--- src/rtl/instr_reg_scheduler_if.sv ---
// Requester, instruction-register and consumer signals of the instruction register scheduler.
// The slave modport is the scheduler side; master is the requester/register/consumer side.
interface instr_reg_scheduler_if #(
    parameter int unsigned ADDR_W = 5,
    parameter int unsigned OP_W   = 32,
    parameter int unsigned OPC_W  = 4,
    parameter int unsigned IW_W   = 3 * OP_W + OPC_W + OP_W
);
    logic [1:0]         req_valid;
    logic [1:0]         req_ready;
    logic [2*OPC_W-1:0] req_opcode;
    logic [2*OP_W-1:0]  req_op_a;
    logic [2*OP_W-1:0]  req_op_b;
    logic               load_en;
    logic [OPC_W-1:0]   opcode;
    logic [OP_W-1:0]    operand_a;
    logic [OP_W-1:0]    operand_b;
    logic [ADDR_W-1:0]  write_pointer;
    logic [ADDR_W-1:0]  read_pointer;
    logic [IW_W-1:0]    instruction_word;
    logic               rd_valid;
    logic               rd_ready;
    logic [IW_W-1:0]    rd_data;
    logic               rd_src;

    modport slave (
        input  req_valid, req_opcode, req_op_a, req_op_b, instruction_word, rd_ready,
        output req_ready, load_en, opcode, operand_a, operand_b, write_pointer, read_pointer,
        output rd_valid, rd_data, rd_src
    );

    modport master (
        output req_valid, req_opcode, req_op_a, req_op_b, instruction_word, rd_ready,
        input  req_ready, load_en, opcode, operand_a, operand_b, write_pointer, read_pointer,
        input  rd_valid, rd_data, rd_src
    );
endinterface

--- src/rtl/instr_reg_scheduler.sv ---
// Owns the instruction register ports: round-robin arbitration of two requesters, write/read
// pointer sequencing, occupancy tracking and per-requester grant counters.
module instr_reg_scheduler #(
    parameter int unsigned DEPTH  = 32,
    parameter int unsigned ADDR_W = 5,
    parameter int unsigned OP_W   = 32,
    parameter int unsigned OPC_W  = 4,
    parameter int unsigned IW_W   = 3 * OP_W + OPC_W + OP_W,
    parameter int unsigned CNT_W  = 16
) (
    input  logic                 clk,
    input  logic                 reset_n,
    input  logic                 enable,
    input  logic                 flush,
    instr_reg_scheduler_if.slave bus,
    output logic [ADDR_W:0]      count,
    output logic                 busy,
    output logic [CNT_W-1:0]     grant_cnt0,
    output logic [CNT_W-1:0]     grant_cnt1
);

    localparam logic [ADDR_W:0] FULL_CNT = (ADDR_W + 1)'(DEPTH);

    typedef enum logic [1:0] {StIdle, StRun, StDrain} state_e;

    state_e             state_q;
    logic               busy_q;
    logic [ADDR_W-1:0]  wr_ptr_q;
    logic [ADDR_W-1:0]  rd_ptr_q;
    logic [ADDR_W:0]    count_q;
    logic [ADDR_W:0]    count_d;
    logic               prio_q;
    logic [DEPTH-1:0]   src_tag_q;
    logic [CNT_W-1:0]   gcnt0_q;
    logic [CNT_W-1:0]   gcnt1_q;

    logic               rd_fire;
    logic               full;
    logic               can_gnt;
    logic               gnt_idx;
    logic               accept;
    logic               sel;
    logic [IW_W-1:0]    rd_word;

    // A full register still grants when a read frees a slot in the same cycle.
    always_comb begin
        rd_fire = (count_q != '0) && bus.rd_ready;
        full    = (count_q == FULL_CNT);
        can_gnt = (state_q == StRun) && !flush && (!full || rd_fire);
        gnt_idx = (&bus.req_valid) ? prio_q : bus.req_valid[1];
        accept  = can_gnt && (|bus.req_valid);
        sel     = accept ? gnt_idx : 1'b0;
    end

    always_comb begin
        bus.req_ready = 2'b00;
        if (accept) begin
            bus.req_ready[gnt_idx] = 1'b1;
        end
    end

    always_comb begin
        count_d = count_q;
        if (flush) begin
            count_d = '0;
        end else if (accept && !rd_fire) begin
            count_d = count_q + 1'b1;
        end else if (!accept && rd_fire) begin
            count_d = count_q - 1'b1;
        end
    end

    assign bus.load_en       = accept;
    assign bus.opcode        = sel ? bus.req_opcode[OPC_W +: OPC_W] : bus.req_opcode[0 +: OPC_W];
    assign bus.operand_a     = sel ? bus.req_op_a[OP_W +: OP_W] : bus.req_op_a[0 +: OP_W];
    assign bus.operand_b     = sel ? bus.req_op_b[OP_W +: OP_W] : bus.req_op_b[0 +: OP_W];
    assign bus.write_pointer = wr_ptr_q;
    assign bus.read_pointer  = rd_ptr_q;
    assign bus.rd_valid      = (count_q != '0);
    assign rd_word           = bus.instruction_word;
    assign bus.rd_data       = rd_word;
    assign bus.rd_src        = src_tag_q[rd_ptr_q];

    assign count      = count_q;
    assign busy       = busy_q;
    assign grant_cnt0 = gcnt0_q;
    assign grant_cnt1 = gcnt1_q;

    always_ff @(posedge clk or negedge reset_n) begin
        if (!reset_n) begin
            state_q <= StIdle;
            busy_q  <= 1'b0;
        end else begin
            case (state_q)
                StIdle: begin
                    if (enable) begin
                        state_q <= StRun;
                        busy_q  <= 1'b1;
                    end
                end
                StRun: begin
                    if (!enable) begin
                        state_q <= StDrain;
                    end
                end
                StDrain: begin
                    if (flush || (!enable && count_q == '0)) begin
                        state_q <= StIdle;
                        busy_q  <= 1'b0;
                    end else if (enable) begin
                        state_q <= StRun;
                    end
                end
                default: begin
                    state_q <= StIdle;
                    busy_q  <= 1'b0;
                end
            endcase
        end
    end

    // Flush clears pointers and occupancy only; prio and source tags survive it.
    always_ff @(posedge clk or negedge reset_n) begin
        if (!reset_n) begin
            wr_ptr_q  <= '0;
            rd_ptr_q  <= '0;
            count_q   <= '0;
            prio_q    <= 1'b0;
            src_tag_q <= '0;
        end else if (flush) begin
            wr_ptr_q <= '0;
            rd_ptr_q <= '0;
            count_q  <= '0;
        end else begin
            if (accept) begin
                wr_ptr_q            <= wr_ptr_q + 1'b1;
                src_tag_q[wr_ptr_q] <= sel;
                prio_q              <= ~sel;
            end
            if (rd_fire) begin
                rd_ptr_q <= rd_ptr_q + 1'b1;
            end
            count_q <= count_d;
        end
    end

    always_ff @(posedge clk or negedge reset_n) begin
        if (!reset_n) begin
            gcnt0_q <= '0;
            gcnt1_q <= '0;
        end else if (accept) begin
            if (!sel && gcnt0_q != '1) begin
                gcnt0_q <= gcnt0_q + 1'b1;
            end
            if (sel && gcnt1_q != '1) begin
                gcnt1_q <= gcnt1_q + 1'b1;
            end
        end
    end

endmodule

--- src/flat_wrapper.sv ---
// flat-port wrapper written by rule: the top's interface ports become plain ports
module instr_reg_scheduler_flat 
#(
    parameter int unsigned DEPTH  = 32,
    parameter int unsigned ADDR_W = 5,
    parameter int unsigned OP_W   = 32,
    parameter int unsigned OPC_W  = 4,
    parameter int unsigned IW_W   = 3 * OP_W + OPC_W + OP_W,
    parameter int unsigned CNT_W  = 16
)
  (clk, reset_n, enable, flush, count, busy, grant_cnt0, grant_cnt1, bus_req_valid, bus_req_opcode, bus_req_op_a, bus_req_op_b, bus_instruction_word, bus_rd_ready, bus_req_ready, bus_load_en, bus_opcode, bus_operand_a, bus_operand_b, bus_write_pointer, bus_read_pointer, bus_rd_valid, bus_rd_data, bus_rd_src);
  instr_reg_scheduler_if #(.ADDR_W(ADDR_W), .OP_W(OP_W), .OPC_W(OPC_W), .IW_W(IW_W)) bus_i ();
  input  logic clk;
  input  logic reset_n;
  input  logic enable;
  input  logic flush;
  output logic [ADDR_W:0] count;
  output logic busy;
  output logic [CNT_W-1:0] grant_cnt0;
  output logic [CNT_W-1:0] grant_cnt1;
  input wire logic [$bits(bus_i.req_valid)-1:0] bus_req_valid;
  input wire logic [$bits(bus_i.req_opcode)-1:0] bus_req_opcode;
  input wire logic [$bits(bus_i.req_op_a)-1:0] bus_req_op_a;
  input wire logic [$bits(bus_i.req_op_b)-1:0] bus_req_op_b;
  input wire logic [$bits(bus_i.instruction_word)-1:0] bus_instruction_word;
  input wire logic [$bits(bus_i.rd_ready)-1:0] bus_rd_ready;
  output wire logic [$bits(bus_i.req_ready)-1:0] bus_req_ready;
  output wire logic [$bits(bus_i.load_en)-1:0] bus_load_en;
  output wire logic [$bits(bus_i.opcode)-1:0] bus_opcode;
  output wire logic [$bits(bus_i.operand_a)-1:0] bus_operand_a;
  output wire logic [$bits(bus_i.operand_b)-1:0] bus_operand_b;
  output wire logic [$bits(bus_i.write_pointer)-1:0] bus_write_pointer;
  output wire logic [$bits(bus_i.read_pointer)-1:0] bus_read_pointer;
  output wire logic [$bits(bus_i.rd_valid)-1:0] bus_rd_valid;
  output wire logic [$bits(bus_i.rd_data)-1:0] bus_rd_data;
  output wire logic [$bits(bus_i.rd_src)-1:0] bus_rd_src;
  assign bus_i.req_valid = bus_req_valid;
  assign bus_i.req_opcode = bus_req_opcode;
  assign bus_i.req_op_a = bus_req_op_a;
  assign bus_i.req_op_b = bus_req_op_b;
  assign bus_i.instruction_word = bus_instruction_word;
  assign bus_i.rd_ready = bus_rd_ready;
  assign bus_req_ready = bus_i.req_ready;
  assign bus_load_en = bus_i.load_en;
  assign bus_opcode = bus_i.opcode;
  assign bus_operand_a = bus_i.operand_a;
  assign bus_operand_b = bus_i.operand_b;
  assign bus_write_pointer = bus_i.write_pointer;
  assign bus_read_pointer = bus_i.read_pointer;
  assign bus_rd_valid = bus_i.rd_valid;
  assign bus_rd_data = bus_i.rd_data;
  assign bus_rd_src = bus_i.rd_src;
  instr_reg_scheduler #(.DEPTH(DEPTH), .ADDR_W(ADDR_W), .OP_W(OP_W), .OPC_W(OPC_W), .IW_W(IW_W), .CNT_W(CNT_W)) u_core (.clk(clk), .reset_n(reset_n), .enable(enable), .flush(flush), .bus(bus_i), .count(count), .busy(busy), .grant_cnt0(grant_cnt0), .grant_cnt1(grant_cnt1));
endmodule
--- config.mk ---
export PLATFORM = sky130hd
export DESIGN_NAME = instr_reg_scheduler_flat
export DESIGN_NICKNAME = d
export VERILOG_FILES = /design/src/rtl/instr_reg_scheduler_if.sv /design/src/rtl/instr_reg_scheduler.sv /design/src/flat_wrapper.sv
export SDC_FILE = /design/constraint.sdc
export NUM_CORES = 1
export LEC_CHECK = 0
export CAP_MARGIN = 5
export CORE_AREA = 2 2 206 208
export CTS_CLUSTER_DIAMETER = 100
export DETAILED_ROUTE_END_ITERATION = 10
export DIE_AREA = 0 0 208 210
export DONT_BUFFER_PORTS = 1
export GPL_TIMING_DRIVEN = 0
export PLACE_DENSITY = 0.35
export SETUP_SLACK_MARGIN = 0.5
export SLEW_MARGIN = 20
export SYNTH_ARGS = -nofsm -noshare
export SYNTH_HDL_FRONTEND = slang
export SYNTH_SLANG_ARGS = --single-unit
--- constraint.sdc ---
create_clock -name clk -period 3.9 [get_ports clk]
set_input_delay 0.585 -clock clk [delete_from_list [all_inputs] [get_ports clk]]
set_output_delay 0.585 -clock clk [all_outputs]
set_load 0.005 [all_outputs]
-- Word level (Yosys, flattened, before mapping)
Index checks and enable logic that the tools add are counted.
- input bits: 275
- flip-flop bits (word level): 84
- memories: 0
- bits in writable memories: 0
- ROM bits: 0
- latch bits: 0
- output and inout port bits: 254
- multiplexer cells: 27
- div/mod/pow operators: 0
- order comparisons: 5
- $mul: 0
- reductions and logical operators: 31
- bitwise logic cells: 3
- add/sub/neg operators: 6
- shift operators: 0
- equality and inequality tests: 8
- operators with widths (kind ; number):
    $mux 32 ; 2
    $add 16x1->16 const B ; 2
    $bwmux 32 ; 1
    $ne 16x16->1 const B ; 2
    $mux 5 ; 4
    $mux 6 ; 3
    $lt 5x6->1 const B ; 2
    $logic_and 1x1->1 ; 11
    $add 5x1->5 const B ; 2
    $mux 2 ; 4
    $reduce_and 2->1 ; 4
    $mux 1 ; 7
    $add 6x1->6 const B ; 1
    $eq 6x6->1 const B ; 1
    $logic_not 1->1 ; 6
    $logic_not 6->1 ; 1
    $pmux 2 s3 ; 1
    $reduce_bool 6->1 ; 1
    $sub 6x1->6 const B ; 1
    $bmux 1 s5 ; 1
    $demux 1 s5 ; 1
    $ge 5x1->1 const B ; 1
    $mux 4 ; 1
    $ne 2x2->1 const B ; 2
    other kinds (14) ; 18

-- Longest topological paths before layout
- word-level depth: 10
- gate-level depth with buffers: 11
- gate-level depth less buffers: 10

-- Least setup slack after synthesis
No wires, ideal clock.
- kind: input port to flip-flop
- start: input bus_req_valid[1]
- end: register u_core.count_q[5] (netlist: u_core.count[5])
- slack: 0.884 ns
- arrival time: 2.892 ns
- required time: 3.775 ns
- stages on the path: 10
- library setup time: 0.125 ns
- cell sequence: nor2_1 -> or3_4 -> or3_1 -> buf_6 -> ha_1 -> a211oi_1 -> o21ai_0 -> a21oi_1 -> mux2i_1 -> mux2_2
- cells in the longest elaborated chain, start to end: 5
- elaborated cells on any way between the ends: 8
- ends and longest elaborated chain (what ; line ; RTL):
    start, declared ; flat_wrapper.sv:21 ; input wire logic [$bits(bus_i.req_valid)-1:0] bus_req_valid;
    $reduce_or 2->1 (*) ; instr_reg_scheduler.sv:51 ; accept = can_gnt && (|bus.req_valid);
    $logic_and 1x1->1 (*) ; instr_reg_scheduler.sv:51 ;
    $logic_and 1x1->1 / $logic_not 1->1 (equally long branches) ; instr_reg_scheduler.sv:66, instr_reg_scheduler.sv:68 ;
    $mux 6 / $logic_and 1x1->1 (equally long branches) ; instr_reg_scheduler.sv:66, instr_reg_scheduler.sv:68 ;
    $mux 6 / $reduce_bool 3->1 (equally long branches) ; n/a ;
    end signal, assigned ; instr_reg_scheduler.sv:143 ; count_q <= count_d;
    end, declared ; instr_reg_scheduler.sv:30 ; logic [ADDR_W:0] count_q;
Mark *: on every way between the ends. The rest lies on a longest branch, timed or not.
A chain may end at the register's enable or synchronous reset.

-- Worst setup path in the final report
- start: register u_core.count_q[3] (netlist: u_core.count[3])
- end: output bus_operand_a[23]
- cells in the longest elaborated chain, start to end: 7
- elaborated cells on any way between the ends: 9
- ends and longest elaborated chain (what ; line ; RTL):
    $eq 6x6->1 / $reduce_bool 6->1 (equally long branches) ; instr_reg_scheduler.sv:48, instr_reg_scheduler.sv:47 ;
    $logic_not 1->1 / $logic_and 1x1->1 (equally long branches) ; instr_reg_scheduler.sv:49, instr_reg_scheduler.sv:47 ;
    $logic_or 1x1->1 (*) ; instr_reg_scheduler.sv:49 ; can_gnt = (state_q == StRun) && !flush && (!full || rd_fire);
    $logic_and 1x1->1 (*) ; instr_reg_scheduler.sv:49 ;
    $logic_and 1x1->1 (*) ; instr_reg_scheduler.sv:51 ;
    $mux 1 (*) ; instr_reg_scheduler.sv:52 ; sel = accept ? gnt_idx : 1'b0;
    $mux 32 (*) ; instr_reg_scheduler.sv:75 ; assign bus.operand_a = sel ? bus.req_op_a[OP_W +: OP_W] : bus.req_op_a[0 +: OP_W];
    end, declared ; flat_wrapper.sv:30 ; output wire logic [$bits(bus_i.operand_a)-1:0] bus_operand_a;
Marks and branches as above.

==> flow_metrics.tcl <==
set metrics [dict create \
    clkTransAtPathRegs_ns 0.06 \
    drt_iter0_markers 349 \
    fin_crit_ns 3.290 \
    place_area_sq_mm 0.006959 \
    grt_max_degree 85 \
    layout_common_cells "nand2_1, buf_4, dfrtp_1" \
    grt_pass1_wl_um 38700 \
    finalHoldViolations 0 \
    detailed_place_hpwl_um 23840 \
    dieArea_sq_mm 0.04368 \
    fp.dieH_um 210 \
    cts_max_level 3 \
    wire_per_inst_um 21.89 \
    outcome "finished, final reports clean" \
    crit_start "u_core.count[3]" \
    globalplace.congestion 0.8648 \
    syn_avg_cell_area_sq_um 8.280 \
    fmax_mhz 303.9 \
    first_pass_iters 5 \
    synth_cells 759 \
    post-place-ws_ns -0.2982 \
    place_inst 1298 \
    seqCellArea_sq_mm 0.002103 \
    r2r-start "u_core.count[0]" \
    drv_cap 0 \
    fin_area_sq_mm 0.007311 \
    ys_seq_area_share_pct 33.45 \
    clk_latency_ns 0.35 \
    worst_slew_margin_rel_pct 53.33 \
    cts-buffers-inserted 9 \
    hold_path_class "primary input to async pin" \
    mostFrequentLayoutCell "nand2_1" \
    syn_to_final_growth_pct 16.32 \
    antenna_found_initial 10 \
    fin_tns_setup_ns 0 \
    io_pins 529 \
    synth_cell_types 48 \
    crit_path_max_fanout 10 \
    total_leakage_power_nw 3.440 \
    core_sq_mm 0.04148 \
    grt_pass1_vias 5024 \
    async_flop_share_pct 100.0 \
    yosysWarnings 0 \
    setup_violations 0 \
    cts.sinks 84 \
    rsz0062_at_grt "false" \
    final.period_utilization_pct 84.36 \
    multi_input_area_sq_mm 0.003002 \
    ys.flop_type "dfrtp_1" \
    rows 75 \
    fin_worst_skew_ns 0.005459 \
    via_count 5360 \
    ant_nets 0 \
    synth-edff-count 0 \
    syn_area_sq_mm 0.006285 \
    crit_type "flip-flop to output port" \
    wl_um 28830 \
    n_fill_cell 4748 \
    cts_tree "built" \
    final_nets 1059 \
    synth_nets 1046 \
    startpoint_type "flip-flop" \
    cts_buffer_depth 2 \
    peakVddDrop_mv 0.2633 \
    fin_util_pct 17.63 \
    synth.ff_latch_count 84 \
    viasPerCell 4.070 \
    drive_above_1_share_pct 28.96 \
    critPathCaptureType "output port" \
    worst_slack_ns 0.6099 \
    start_util_pct 15.15 \
    overflow 0 \
    drc 0 \
    die_x_um 208 \
    cts-root-buf "clkbuf_16" \
    port_buffers 0 \
    final_max_slew_viol_count 0 \
    cp_data_required_time_ns 3.31 \
    final_cells 1317 \
    arrival_ns 2.71 \
    power.density_mw_per_mm2 387.5 \
    worst_slew_pin_slew_ns 0.6962 \
    grt_use_total_pct 12.46 \
]
synth_stat cells, types with 3 or more instances:
master	instances	area, sq um
ha_1	11	137.6
clkbuf_1	21	78.83
a21oi_1	7	35.03
dfrtp_1	84	2102
nor3_1	10	50.05
mux2_2	38	427.9
inv_1	12	45.04
mux4_2	10	225.2
buf_2	13	65.06
xnor2_1	28	245.2
nor3b_1	3	22.52
nand3_1	53	265.3
nand2_1	228	855.8
nor2b_1	7	43.79
buf_4	134	1006
a21o_1	3	22.52
o21ai_0	3	15.01
xor2_1	5	43.79
nand4_1	16	100.1
and3_1	11	68.82
a211oi_1	3	22.52
nor2_1	24	90.09
a31oi_1	3	18.77
cells by family after synthesis:
group                    Yosys count  share of synthesized area, %
AND/OR/NAND/NOR                  368                         26.06
buffers and inverters            183                         19.31
AO/OA/AOI/OAI                     29                         3.364
XOR/XNOR                          33                         4.599
multiplexers                      50                         10.71
adder cells (fa/ha/maj)           12                         2.508
flip-flops                        84                         33.45
sequential cells by signal, summed over array words and instances (netlist names):
name                      flops
u_core.grant_cnt0            16
u_core.grant_cnt1            16
u_core.busy                   1
u_core.bus.write_pointer      5
u_core.src_tag_q             32
u_core.state_q                2
u_core.count                  6
u_core.bus.read_pointer       5
u_core.prio_q                 1
stage by stage:
| step | hold WS [ns] | total power (W) |
|---|---|---|
| final | 0.1157 | 0.002833 |
| after global routing | 0.1443 | 0.003026 |
| after CTS | 0.1616 | 0.002884 |
| after detailed placement | 0.2912 | 0.002024 |
| after global placement | 0.2911 | 0.002027 |
| after floorplan | 0.2894 | 0.001739 |
worst max-delay path, stage by stage (launching register included):
cell and delay [ns]:
dfrtp_1 0.47, nor3_4 0.27, nand4b_1 0.23, nand3_4 0.27, buf_4 0.25, clkbuf_1 0.45
nand2_1 0.21, nand2_1 0.18
routing by layer:
layer  track usage, %  share of wire (%)  wire length (um)  up-vias
met5                0               0.24                68        -
met4            2.788                1.3               376       10
met3            5.974                 13              3617       30
met2            17.30                 42             12060      360
met1            17.26                 44             12710     2561
li1                 -                  -                 -     2399
layout make-up:
class / count / share of cell area, %
buffer: 170 / 16.16
timing repair buffer: 2 / 0.4792
sequential: 84 / 28.77
clock inverter: 2 / 0.1369
clock buffer: 14 / 3.474
tap: 539 / 9.225
inverter: 13 / 0.6675
antenna: 1 / 0.03423
multi-input combinational: 492 / 41.06
power breakdown:
group          switching (W)  internal, W  total [W]
clock network       0.000352     0.000448   0.000801
logic               0.000520     0.000393   0.000913
registers           0.000157     0.000962    0.00112
total                0.00103      0.00180    0.00283
repair_timing:
item,4_1_cts,5_1_grt
gates cloned,0,0
hold buffers,1,0
endpoints found under the setup margin,70,32
pin swaps,0,2
hold endpoints to repair,84,0
setup buffers,0,1
resized for setup,11,4
path summary, 6_finish.rpt:
path,endpoint,slack [ns],depth (start not counted)
worst min-delay path,u_core.src_tag_q[19],0.12,1
max in group asynchronous,u_core.grant_cnt1[14],3.38,1
min in group clk,u_core.state_q[1],0.29,1
worst max-delay path,bus_operand_a[23],0.61,7
worst min register to register,u_core.src_tag_q[4],0.50,1
worst max register to register,u_core.count[5],0.75,10
Power figures use the tool's default switching activity.
